### config.mk
export PLATFORM = sky130hd
export DESIGN_NAME = average_ctrl
export DESIGN_NICKNAME = d
export VERILOG_FILES = /design/src/rtl/average_ctrl_pkg.sv /design/src/rtl/avg_win_cnt.sv /design/src/rtl/average_ctrl.sv
export SDC_FILE = /design/constraint.sdc
export NUM_CORES = 1
export LEC_CHECK = 0
export ABC_AREA = 1
export ABC_CLOCK_PERIOD_IN_PS = 3500
export BUFFER_PORTS_ARGS = -buffer_cell sky130_fd_sc_hd__buf_2
export CORE_MARGIN = 2
export CORE_UTILIZATION = 54
export DETAILED_ROUTE_END_ITERATION = 10
export GPL_ROUTABILITY_DRIVEN = 1
export GPL_TIMING_DRIVEN = 0
export PLACE_DENSITY = 0.82
export SYNTH_ARGS = -nofsm -noshare
export SYNTH_HDL_FRONTEND = slang
export SYNTH_HIERARCHICAL = 1
export SYNTH_SLANG_ARGS = --single-unit
### constraint.sdc
create_clock -name clk -period 3.5 [get_ports clk]
set_input_delay 0.525 -clock clk [delete_from_list [all_inputs] [get_ports clk]]
set_output_delay 0.525 -clock clk [all_outputs]
set_load 0.05 [all_outputs]
### src/rtl/average_ctrl_pkg.sv
// Shared types and defaults for the sample-averager sequencer.
package average_pkg;

    localparam int unsigned DW_DEF = 4;

    typedef enum logic [2:0] {
        IDLE,
        CLR,
        LOAD,
        WAIT,
        DONE
    } avg_state_t;

    localparam avg_state_t STATE_RST = IDLE;
    localparam logic       BIT_RST   = 1'b0;

endpackage

### src/rtl/avg_win_cnt.sv
// Loadable up/down window counter with clear, enable and terminal-count flag.
module avg_win_cnt #(
    parameter int unsigned W      = 3,
    parameter bit          UP     = 1'b1,
    parameter int unsigned TC_VAL = 0
) (
    input  logic         clk,
    input  logic         rst,
    input  logic         clr,
    input  logic         load,
    input  logic [W-1:0] load_val,
    input  logic         en,
    output logic         tc
);

    logic [W-1:0] cnt;

    always_ff @(posedge clk or posedge rst) begin
        if (rst)
            cnt <= '0;
        else if (clr)
            cnt <= '0;
        else if (load)
            cnt <= load_val;
        else if (en)
            cnt <= UP ? cnt + W'(1) : cnt - W'(1);
    end

    assign tc = (cnt == W'(TC_VAL));

endmodule

### src/rtl/average_ctrl.sv
// Sequencer feeding a window of samples into the averager and handing its result downstream.
module average_ctrl
    import average_pkg::*;
#(
    parameter int unsigned DW       = DW_DEF,
    parameter int unsigned WIN_LOG2 = 2,
    parameter int unsigned LAT      = 2
) (
    input  logic          clk,
    input  logic          rst,
    input  logic          start,
    input  logic          abort,
    input  logic          s_valid,
    input  logic [DW-1:0] s_data,
    output logic          s_ready,
    output logic          avg_clr,
    output logic          x_load,
    output logic [DW-1:0] x,
    input  logic [DW-1:0] avg_y,
    output logic          res_valid,
    output logic [DW-1:0] res_data,
    input  logic          res_ready,
    output logic          busy
);

    localparam int unsigned SW = WIN_LOG2 + 1;
    localparam int unsigned LW = $clog2(LAT) + 1;

    avg_state_t state, state_nxt;
    logic       hs, samp_tc, wait_tc, last_hs, capture;

    assign hs      = s_valid & (state == LOAD);
    assign last_hs = hs & samp_tc;
    assign capture = (state == WAIT) & wait_tc & ~abort;

    // Sample counter wraps to zero on the N-th handshake, same edge as LOAD -> WAIT.
    avg_win_cnt #(.W(SW), .UP(1'b1), .TC_VAL((1 << WIN_LOG2) - 1)) u_samp_cnt (
        .clk      (clk),
        .rst      (rst),
        .clr      ((state == CLR) | abort | last_hs),
        .load     (1'b0),
        .load_val ('0),
        .en       (hs),
        .tc       (samp_tc)
    );

    avg_win_cnt #(.W(LW), .UP(1'b0), .TC_VAL(0)) u_wait_cnt (
        .clk      (clk),
        .rst      (rst),
        .clr      (abort),
        .load     (last_hs),
        .load_val (LW'(LAT - 1)),
        .en       ((state == WAIT) & ~wait_tc),
        .tc       (wait_tc)
    );

    always_ff @(posedge clk or posedge rst) begin
        if (rst)
            state <= STATE_RST;
        else
            state <= state_nxt;
    end

    always_comb begin
        state_nxt = state;
        case (state)
            IDLE: if (start) state_nxt = CLR;
            CLR:  state_nxt = LOAD;
            LOAD: if (last_hs) state_nxt = WAIT;
            WAIT: if (wait_tc) state_nxt = DONE;
            DONE: if (res_ready) state_nxt = IDLE;
            default: state_nxt = IDLE;
        endcase
        if (abort)
            state_nxt = IDLE;
    end

    assign s_ready   = (state == LOAD);
    assign avg_clr   = (state == CLR);
    assign res_valid = (state == DONE);
    assign busy      = (state != IDLE);

    // A sample handshaken during abort is consumed but never forwarded.
    always_ff @(posedge clk or posedge rst) begin
        if (rst) begin
            x_load   <= BIT_RST;
            x        <= '0;
            res_data <= '0;
        end else begin
            x_load <= hs & ~abort;
            if (hs & ~abort)
                x <= s_data;
            if (capture)
                res_data <= avg_y;
        end
    end

endmodule

# Word-level counts from Yosys, hierarchy flattened
# Cells that the tools add are included.
# W data, S select, Z words.
# word_totals
in_bits	14
out_inout_bits	13
register_bits	17
# op_classes
addsub	2
eq_ne	9
n_bitwise	10
n_reduce_logical	6
mux	11
# op_table
cell	count
$mux W3	7
$pmux W3 S5	1
$eq A3 B2 Y1 const B	3
$and A1 B1 Y1	6
$mux W2	3
$ne A3 B2 Y1 const B	2
$ne A3 B3 Y1 const B	2
$reduce_bool A3 Y1	2
$reduce_and A4 Y1	1
$add A3 B1 Y3 const B	1
$eq A3 B1 Y1 const B	1
$eq A3 B3 Y1 const B	1
$logic_not A3 Y1	1
$logic_not A2 Y1	1
$not A1 Y1	2
$or A1 B1 Y1	2
$reduce_bool A2 Y1	1
$sub A2 B1 Y2 const B	1

# Depth between registers and ports, before layout
# Gate-level depths: netlist of run 1.
# depth
word_depth	6
mapped_depth	9
depth_no_buf	9

# By module
# Netlist of run 1, hierarchy kept.
# by_module_without_submodules
module	instances	cells_each	area_per_inst_um2
average_ctrl	1	85	621.8
avg_win_cnt at u_samp_cnt	1	27	197.7
avg_win_cnt at u_wait_cnt	1	20	137.6

# Worst setup path after synthesis of run 1
# OpenSTA, ideal clock, no wires.
# synth_path
kind	register -> output
startpoint	register state[2]
endpoint	output port s_ready
required_ps	2975
arrival_time_ps	987
path_buffers	0
setup_slack_ps	1988
stages_incl_launch_ff	4
cell_sequence	dfrtp_1 -> nor2_2 -> nand2_1 -> inv_1
# synth_between
elab_chain_cells	1
# synth_lines
element	line_no	source
start: declaration	average_ctrl.sv:29	avg_state_t state, state_nxt;
start signal: assignment	average_ctrl.sv:61	state <= state_nxt;
$eq A3 B2 Y1	average_ctrl.sv:78	assign s_ready = (state == LOAD);
end: declaration	average_ctrl.sv:15	output logic s_ready,
# Every way passes these cells.

# Worst setup path after layout of run 1
# Ends and elaborated chain as after synthesis.

==> results by group, run 1 <==
Timing
  • Final hold vios: 0
  • Fin Hold WS: 0.0973 ns
  • Max Clock Skew: 0.00982 ns
  • Period minus WS final: 1.90 ns
  • RSZ-0062 raised after global routing: false
  • Max-slew violations: 0
  • Final setup violating endpoints: 0
  • Highest Clock Rate: 0.525 GHz
  • Setup TNS: 0 ns
  • Crit share post-route: 0.544

Yosys
  • Number of flops mapped to enable cells by yosys: 0
  • Post-synth ARST share: 1.00
  • Primary FF master, synth: dfrtp_1
  • Synth warn: 6
  • Synth top area cells: dfrtp_1 (44%), nand2_1 (17%), inv_1 (11%)
  • Sequential-to-total area share from yosys stat: 0.444
  • Syn_area_per_cell: 7.25 um^2
  • Cell taking the most area after synthesis: dfrtp_1
  • Seq cells post-synth: 17
  • Synth top area share: 0.444
  • Synthesized area: 957 um^2
  • Synth cell types: 19
  • Post-Syn Instances: 132

Detailed routing
  • Routed vias/inst: 4.69
  • DR iter-0 viols: 19
  • Drc violations: 0
  • Vias: 887
  • Drt wl/cell: 9.85 um
  • Routed Antenna Nets: 0
  • DR pass1 iterations: 4
  • WL final: ~1900 um

Floorplan
  • Die width: 46.1 um
  • # IOs: 27
  • Row cnt: 15
  • Core ar.: ~1700 um^2
  • Starting Density: 0.567
  • Die height: ~46 um
  • Die Area: 2130 um^2

Place
  • Post-DP HPWL: approximately 1500 um
  • Routability cong.: around 0.8
  • I/O Buffers: 26

Layout
  • Commonest non-fill, non-tap cells in the layout: nand2_1 (44), inv_1 (27), buf_2 (26)
  • Filler instances: 149
  • Area growth syn-to-layout: 22.6%
  • Fin util: 0.695
  • Share of cells above drive strength 1: 0.250
  • Most common cell after layout, fill and taps aside: nand2_1
  • Total Nets Final: 190
  • Antenna diodes: 0

Critical path
  • CP Cell Sequence: nor2_2, nand2_1, inv_1, buf_2
  • Worst Setup End Kind: output pin
  • WP data required: 2.97 ns
  • Crit Path Max Fanout: 6
  • Startpoint types: register
  • Setup Crit Path Kind: reg -> out
  • Critical Path AT: 1.38 ns
  • Slowest CP cell: dfrtp_1
  • Slowest stage delay, CP: about 0.47 ns

Clock tree
  • Hold-fix buffers at CTS: 0
  • Clock latency on the worst-skew pair: between 0.2 and 0.3 ns
  • H-tree depth: 1
  • Cts bufs inserted: 3
  • CTS Sinks: 17
  • Postcts setup bufs: 0
  • Post-cts sizing count: 0
  • Root Buffer: clkbuf_4
  • Worst-path clk slew: 0.10 ns
  • CTS tree: built
  • Maximum root-to-sink buffer count: 2

Pwr
  • PwrDens: roughly 630 nW/um^2
  • Clock share of power: 0.137
  • P_int: 0.371 mW
  • Combinational Power Share: 0.483
  • P_sw: ~0.37 mW
  • Worst IR Drop VDD: 0.437 mV
  • Net switching fraction of the power: 0.498
  • Leakage: between 0.7 and 0.8 nW
  • Seq pwr share: 0.380

Flow run
  • Max cap viols: 0

Run status
  • Outcome: finished clean

GRT
  • Gr ovfl total: 0
  • Antenna violations before repair: 0
  • Largest net degree at the start of global routing: 13
  • Vias in the first global route: 820
  • Global Route Usage Sum: 0.207
  • Global-route wire length before repair: 3100 um

Hold path
  • Hold Path Class: in -> async
-- synth_stat cells, types with 2 or more instances --
cell and instances:
conb_1 2, dfrtp_1 17, ha_1 3, inv_1 27, nand2_1 44, nand2_2 6, nand3_1 4, nand4_1 6
nor2_1 5, nor2_2 3, o21ai_0 4, o21ai_1 4
-- critical path, delay by kind of cell, from the launching register on --
| kind | cells | cell delay, ns |
|---|---|---|
| buffers and inverters | 2 | 0.31 |
| and+or+nand+nor | 2 | 0.31 |
| DFF | 1 | 0.47 |
-- logic make-up after synthesis --
group	share of synthesized area
adder cells (fa/ha/maj)	0.0392
buffers and inverters	0.115
AO/OA/AOI/OAI	0.0641
AND/OR/NAND/NOR	0.329
other	0.00785
flip-flops	0.444
-- registers in the layout, indices dropped and copies added (netlist names) --
register        flops
state               3
res_data            4
x                   4
u_samp_cnt/cnt      3
u_wait_cnt/cnt      2
x_load              1
-- per-layer routing --
| layer | routed length [um] | vias up | GRT usage |
|---|---|---|---|
| met3 | 67 | 2 | 0.0784 |
| met1 | 776 | 398 | 0.230 |
| met4 | 16 | 0 | 0.0343 |
| met5 | 0 | - | 0 |
| met2 | 1000 | 16 | 0.375 |
| li1 | - | 471 | - |
-- final timing paths --
kind	cells after the start	start	end	slack, ns
worst min-delay path	2	rst	u_wait_cnt/cnt[0]	0.1
max in group asynchronous	2	rst	x[3]	2.92
min in group clk	3	s_data[2]	x[2]	0.42
worst max register to register	7	u_samp_cnt/cnt[0]	u_wait_cnt/cnt[1]	2.01
worst min register to register	2	res_data[3]	res_data[3]	0.50
worst max-delay path	4	state[2]	s_ready	1.60
-- final cells by class --
type	instances	area (um^2)	share of cell area
tap	17	21.3	0.0181
clock buffer	3	22.5	0.0192
clock inverter	1	5.00	0.00426
inverter	29	110	0.0938
multi-input combinational	96	459	0.391
timing repair buffer	26	130	0.111
sequential	17	425	0.362
-- metrics by stage --
| step | instance area [um^2] | total power [mW] | worst slack [ns] | instances |
|---|---|---|---|---|
| 6_report | 1170 | 0.738 | 1.60 | 189 |
| 5_1_grt | 1170 | 0.790 | 1.49 | 189 |
| 4_1_cts | 1170 | 0.745 | 1.59 | 189 |
| 3_5_place_dp | 1150 | 0.642 | 1.92 | 185 |
| 3_3_place_gp | 1150 | 0.631 | 1.94 | 185 |
| 2_1_floorplan | 995 | 0.556 | 1.99 | 142 |
-- power groups by stage --
| stage | sequential, mW | clock [mW] | combinational (mW) |
|---|---|---|---|
| after detailed placement | 0.283 | 0 | 0.358 |
| after floorplan | 0.443 | 0 | 0.113 |
| after global placement | 0.281 | 0 | 0.350 |
| final | 0.281 | 0.101 | 0.357 |
| after global routing | 0.287 | 0.119 | 0.384 |
| after CTS | 0.281 | 0.104 | 0.360 |
No activity file was read; power rests on OpenSTA's default activity.
==> inputs of run 2 (changes only) <==
- ABC_CLOCK_PERIOD_IN_PS: 3500 -> 1600
- CORE_ASPECT_RATIO: unset -> 1.5
- CORE_UTILIZATION: 54 -> 45
- PLACE_DENSITY: 0.82 -> 0.73
- clock period: 3.5 -> 1.6 ns (I/O delays scaled with it)
==> run 2 against run 1 <==
Effect of this change:
- sequential share of layout area shrank 0.91 points
- register-to-register slack lost 1.9 ns
- critical endpoint is now u_wait_cnt/cnt[0]
- combinational power grew 120%
- total power grew 120%
- die area grew 19%
- worst hold slack gained 0.048 ns
- routed wire length grew 3.0%
- core utilization shrank 9.9 points
- non-clock buffer count grew 1
- global-route usage shrank 4.1 points
- flip-flop and latch count is the same
- largest power group unchanged
- largest cell class unchanged
- critical path depth grew 3
==> results by group, run 2 (synthesized netlist as in run 1, its figures left out) <==
Layout
  • Antenna diodes: 0
  • Total Nets Final: 191
  • FF+latch area: 427 um^2
  • Filler instances: 203
  • Final Non-Filler Cells: 195
  • Final instance area: 1210 um^2
  • Area growth syn-to-layout: 26.1%
  • Fin util: 0.596
  • Most common cell after layout, fill and taps aside: nand2_1
  • Multi-input combinational cell area: around 460 um^2
  • Share of cells above drive strength 1: 0.260
  • Commonest non-fill, non-tap cells in the layout: nand2_1 (44), inv_1 (26), buf_2 (23)
  • Largest registers: res_data: 4 flops, x: 4 flops

Detailed routing
  • WL final: 1920 um
  • Drc violations: 0
  • Routed vias/inst: between 4 and 5
  • Drt wl/cell: just under 10 um
  • DR iter-0 viols: 28
  • DR pass1 iterations: 4
  • Routed Antenna Nets: 0
  • Vias: 909

Floorplan
  • Die Area: 2520 um^2
  • Row cnt: 20
  • Die height: 60.5 um
  • Core ar.: 2030 um^2
  • Starting Density: 0.472
  • Die width: 41.7 um
  • # IOs: 27

Critical path
  • Startpoint types: register
  • Cell depth of the worst setup path: 7
  • Reg2reg path depth: 7
  • Slowest CP cell: dfrtp_1
  • Largest delay share family, worst path: flip-flops
  • Critical path buffers and inverters: 1
  • Worst Setup End Kind: register
  • WP data required: 1.78 ns
  • Critical Path AT: 1.69 ns
  • CP Cell Sequence: ha_1, ha_1, nand4_1, inv_1, o21a_1, nand2_1, nand2_1
  • Slowest stage delay, CP: between 0.4 and 0.5 ns
  • R2R Setup Slk: around 0.094 ns
  • Crit Path Max Fanout: 6
  • Setup Crit Path Kind: reg -> reg

Flow run
  • Max cap viols: 0

Place
  • I/O Buffers: 26
  • Dpl cells: 190
  • Post-DP HPWL: 1580 um
  • Dpl cell area: about 1200 um^2
  • Routability cong.: just over 0.8

Timing
  • Period minus WS final: 1.51 ns
  • Highest Clock Rate: 0.664 GHz
  • RSZ-0062 raised after global routing: false
  • Max Clock Skew: 0.00844 ns
  • Setup TNS: 0 ns
  • Final hold vios: 0
  • Max-slew violations: 0
  • Crit share post-route: 0.941
  • Final setup violating endpoints: 0

GRT
  • Antenna violations before repair: 0
  • Gr ovfl total: 0
  • Global Route Usage Sum: 0.165
  • Global-route wire length before repair: around 3100 um
  • Vias in the first global route: roughly 800
  • Largest net degree at the start of global routing: 13

Pwr
  • Combinational Power Share: 0.485
  • Leakage: between 0.7 and 0.8 nW
  • Net switching fraction of the power: 0.495
  • Clock share of power: 0.139
  • PwrDens: around 1300 nW/um^2
  • P_sw: 0.805 mW
  • P_int: a little over 0.8 mW
  • Seq pwr share: 0.376
  • Total power: 1.63 mW
  • Worst IR Drop VDD: 0.856 mV

Clock tree
  • Postcts setup bufs: 0
  • Clock latency on the worst-skew pair: 0.29 ns
  • CTS tree: built
  • H-tree depth: 1
  • CTS Sinks: 17
  • Cts bufs inserted: 3
  • Maximum root-to-sink buffer count: 2
  • Worst-path clk slew: 0.09 ns
  • Root Buffer: clkbuf_4

Run status
  • Outcome: finished clean

Hold path
  • Hold Path Class: in -> reg
  • WHS Path Cells: 3
-- run 2: layout make-up --
class	instances	share of cell area
Tap cell	22	0.0228
Multi-Input combinational cell	96	0.384
Clock inverter	1	0.00415
Sequential cell	17	0.353
Clock buffer	3	0.0187
Inverter	29	0.0912
Timing Repair Buffer	27	0.125
-- run 2: routing by layer --
| layer | wire (um) | vias to the layer above | global-route usage |
|---|---|---|---|
| met1 | 834 | 405 | 0.195 |
| met3 | 78 | 4 | 0.0238 |
| met5 | 0 | - | 0 |
| met4 | 35 | 0 | 0.111 |
| li1 | - | 474 | - |
| met2 | 970 | 26 | 0.281 |
-- run 2: worst reg2reg max path: stages, from the launching register on --
cell	delay [ns]
dfrtp_1	0.41
ha_1	0.22
ha_1	0.18
nand4_1	0.13
inv_1	0.12
o21a_1	0.22
nand2_1	0.07
nand2_1	0.05
-- run 2: through the flow --
| step | hold slack (ns) | setup WS [ns] |
|---|---|---|
| finish | 0.145 | 0.0936 |
| floorplan | -0.0188 | 0.252 |
| global placement | 0.112 | 0.152 |
| global route | 0.135 | 0.00935 |
| CTS | 0.138 | 0.0280 |
| detailed placement | 0.114 | 0.109 |
-- run 2: final timing paths --
check	startpoint	end
max	u_samp_cnt/cnt[0]	u_wait_cnt/cnt[0]
min	s_data[1]	x[1]
max reg2reg	u_samp_cnt/cnt[0]	u_wait_cnt/cnt[0]
min reg2reg	x[1]	x[1]
max in group asynchronous	rst	state[2]
min in group asynchronous	rst	u_wait_cnt/cnt[0]
-- run 2: what timing repair did --
action | in CTS | in global routing
endpoints found under the hold margin | 17 | 0
pin swaps | 0 | 0
hold buffers | 1 | 0
gates resized for setup | 1 | 6
endpoints found under the setup margin | 1 | 6
-- run 2: power groups by stage --
stage | Clock (mW) | Combinational [mW] | Sequential [mW]
after CTS | 0.234 | 0.785 | 0.609
after global routing | 0.260 | 0.843 | 0.627
after detailed placement | 0 | 0.781 | 0.617
after floorplan | 0 | 0.246 | 0.970
final | 0.227 | 0.789 | 0.612
after global placement | 0 | 0.768 | 0.614
==> inputs of run 3 (changes only) <==
- CORE_UTILIZATION: 45 -> 48
- CTS_BUF_LIST: unset -> sky130_fd_sc_hd__clkbuf_8
- PLACE_DENSITY: 0.73 -> 0.77
==> run 3 against run 2 <==
Effect of this change:
- routed wire length is essentially flat
- flip-flop and latch count unchanged
- worst setup slack gained 0.0079 ns
- die area fell by 5.8%
- core utilization grew 5.9 points
- highest routed layer unchanged
==> results by group, run 3 (synthesized netlist as in run 1, its figures left out) <==
GRT
  • Gr ovfl total: 0
  • Vias in the first global route: between 800 and 900
  • Largest net degree at the start of global routing: 13
  • Antenna violations before repair: 0
  • Global Route Usage Sum: 0.193
  • Global-route wire length before repair: 3120 um

Critical path
  • Worst Setup End Kind: output pin
  • Crit Path Max Fanout: 6
  • Critical Path AT: roughly 1.3 ns
  • Critical path buffers and inverters: 2
  • WP data required: 1.36 ns
  • Worst setup path end: s_ready
  • Worst reg2reg endpoint: u_samp_cnt/cnt[2]
  • Setup Crit Path Kind: reg -> out
  • Cell depth of the worst setup path: 4
  • R2R Setup Slk: 0.11 ns
  • Slowest stage delay, CP: 0.46 ns
  • CP startpoint: state[2]
  • Startpoint types: register
  • CP Cell Sequence: nor2_4, nand2_1, inv_1, clkbuf_4
  • Slowest CP cell: dfrtp_1
  • RR Startpoint: u_samp_cnt/cnt[0]
  • Reg2reg path depth: 8
  • Largest delay share family, worst path: flip-flops

Clock tree
  • Clock latency on the worst-skew pair: approximately 0.25 ns
  • CTS tree: built
  • Postcts setup bufs: 0
  • Maximum root-to-sink buffer count: 2
  • Root Buffer: clkbuf_8
  • H-tree depth: 1
  • Worst-path clk slew: 0.06 ns
  • CTS Sinks: 17
  • Cts bufs inserted: 3

Pwr
  • Combinational Power Share: 0.457
  • Seq pwr share: 0.360
  • PwrDens: 1410 nW/um^2
  • P_sw: 0.816 mW
  • Total power: approximately 1.7 mW
  • Leakage: between 0.7 and 0.8 nW
  • Worst IR Drop VDD: 1.07 mV
  • P_int: 0.895 mW
  • Net switching fraction of the power: 0.477
  • Clock share of power: 0.183

Detailed routing
  • DR pass1 iterations: 4
  • Vias: 878
  • DR iter-0 viols: 18
  • Drc violations: 0
  • Routed Antenna Nets: 0
  • Routed vias/inst: 4.53
  • Drt wl/cell: 9.88 um
  • WL final: 1920 um

Timing
  • Max Clock Skew: 0.00105 ns
  • Final setup violating endpoints: 0
  • Highest Clock Rate: approximately 0.67 GHz
  • RSZ-0062 raised after global routing: false
  • Setup TNS: 0 ns
  • Crit share post-route: 0.937
  • Max-slew violations: 0
  • Period minus WS final: roughly 1.5 ns
  • Final hold vios: 0

Place
  • I/O Buffers: 26
  • Dpl cells: 189
  • Post-DP HPWL: 1560 um
  • Routability cong.: just under 0.8

Run status
  • Outcome: finished clean

Layout
  • Most common cell after layout, fill and taps aside: nand2_1
  • Final Non-Filler Cells: 194
  • Total Nets Final: 191
  • Commonest non-fill, non-tap cells in the layout: nand2_1 (44), inv_1 (28), buf_2 (25)
  • Area growth syn-to-layout: 26.8%
  • Filler instances: 170
  • Antenna diodes: 0
  • Largest registers: res_data: 4 flops, x: 4 flops
  • Share of cells above drive strength 1: 0.243

Floorplan
  • Die Area: around 2400 um^2
  • Starting Density: 0.516
  • # IOs: 27
  • Core ar.: 1850 um^2
  • Die height: 58.7 um
  • Die width: 40.5 um
  • Row cnt: 19

Hold path
  • Hold Path Class: in -> reg

Flow run
  • Max cap viols: 0
-- run 3: cell count changes in the layout (fill, tap and decap cells not counted), sizes merged --
cell / before / now
clkbuf: 5 / 4
buf: 24 / 25
clkinv: 2 / 1
inv: 28 / 29
-- run 3: per-layer routing --
layer,up-vias,global-route usage,wire length (um)
met2,21,0.333,980
li1,468,-,-
met5,-,0,0
met4,0,0.0857,10
met1,387,0.210,838
met3,2,0.0453,88
-- run 3: metrics by stage --
| stage | utilization | hold slack [ns] | setup slack (ns) | instance area (um^2) |
|---|---|---|---|---|
| 2_1_floorplan | - | -0.0188 | 0.252 | 995 |
| 3_3_place_gp | 0.621 | 0.111 | 0.152 | 1150 |
| 3_5_place_dp | 0.621 | 0.116 | 0.118 | 1150 |
| 4_1_cts | 0.650 | 0.181 | 0.0339 | 1210 |
| 5_1_grt | 0.655 | 0.176 | 0.0113 | 1210 |
| 6_report | 0.655 | 0.183 | 0.102 | 1210 |
-- run 3: power groups by stage --
stage	combinational (mW)	clock, mW	sequential [mW]
2_1_floorplan	0.246	0	0.970
3_3_place_gp	0.767	0	0.613
3_5_place_dp	0.781	0	0.621
4_1_cts	0.784	0.319	0.616
5_1_grt	0.832	0.342	0.632
6_report	0.783	0.313	0.615
-- run 3: layout make-up --
type / count / area (um^2) / area share
Multi-Input combinational cell: 96 / 464 / 0.382
Sequential cell: 17 / 425 / 0.351
Timing Repair Buffer: 27 / 143 / 0.118
Inverter: 29 / 110 / 0.0907
Clock buffer: 3 / 41.3 / 0.0340
Tap cell: 21 / 26.3 / 0.0216
Clock inverter: 1 / 3.75 / 0.00309
-- run 3: worst min-delay path by stage --
stage | start | end | slack [ns] | depth (start not counted)
after floorplan | rst | u_wait_cnt/cnt[0] | -0.02 | 1
after global placement | rst | u_wait_cnt/cnt[0] | 0.11 | 2
after detailed placement | rst | u_wait_cnt/cnt[0] | 0.12 | 2
after CTS | s_data[3] | x[3] | 0.18 | 3
after global routing | s_data[0] | x[0] | 0.18 | 3
final | s_data[0] | x[0] | 0.18 | 3
-- run 3: worst register-to-register path, stage by stage (launching register included) --
cell     delay (ns)
dfrtp_1        0.40
ha_1           0.22
ha_1           0.18
nand4_1        0.14
nand3_1        0.08
inv_1          0.12
o21a_2         0.17
nand2_1        0.05
nand2_1        0.06
-- run 3: repair_timing --
item | CTS | global route
endpoints found under the setup margin | 0 | 1
hold buffers | 1 | 0
resized for setup | 0 | 2
endpoints found under the hold margin | 5 | 0
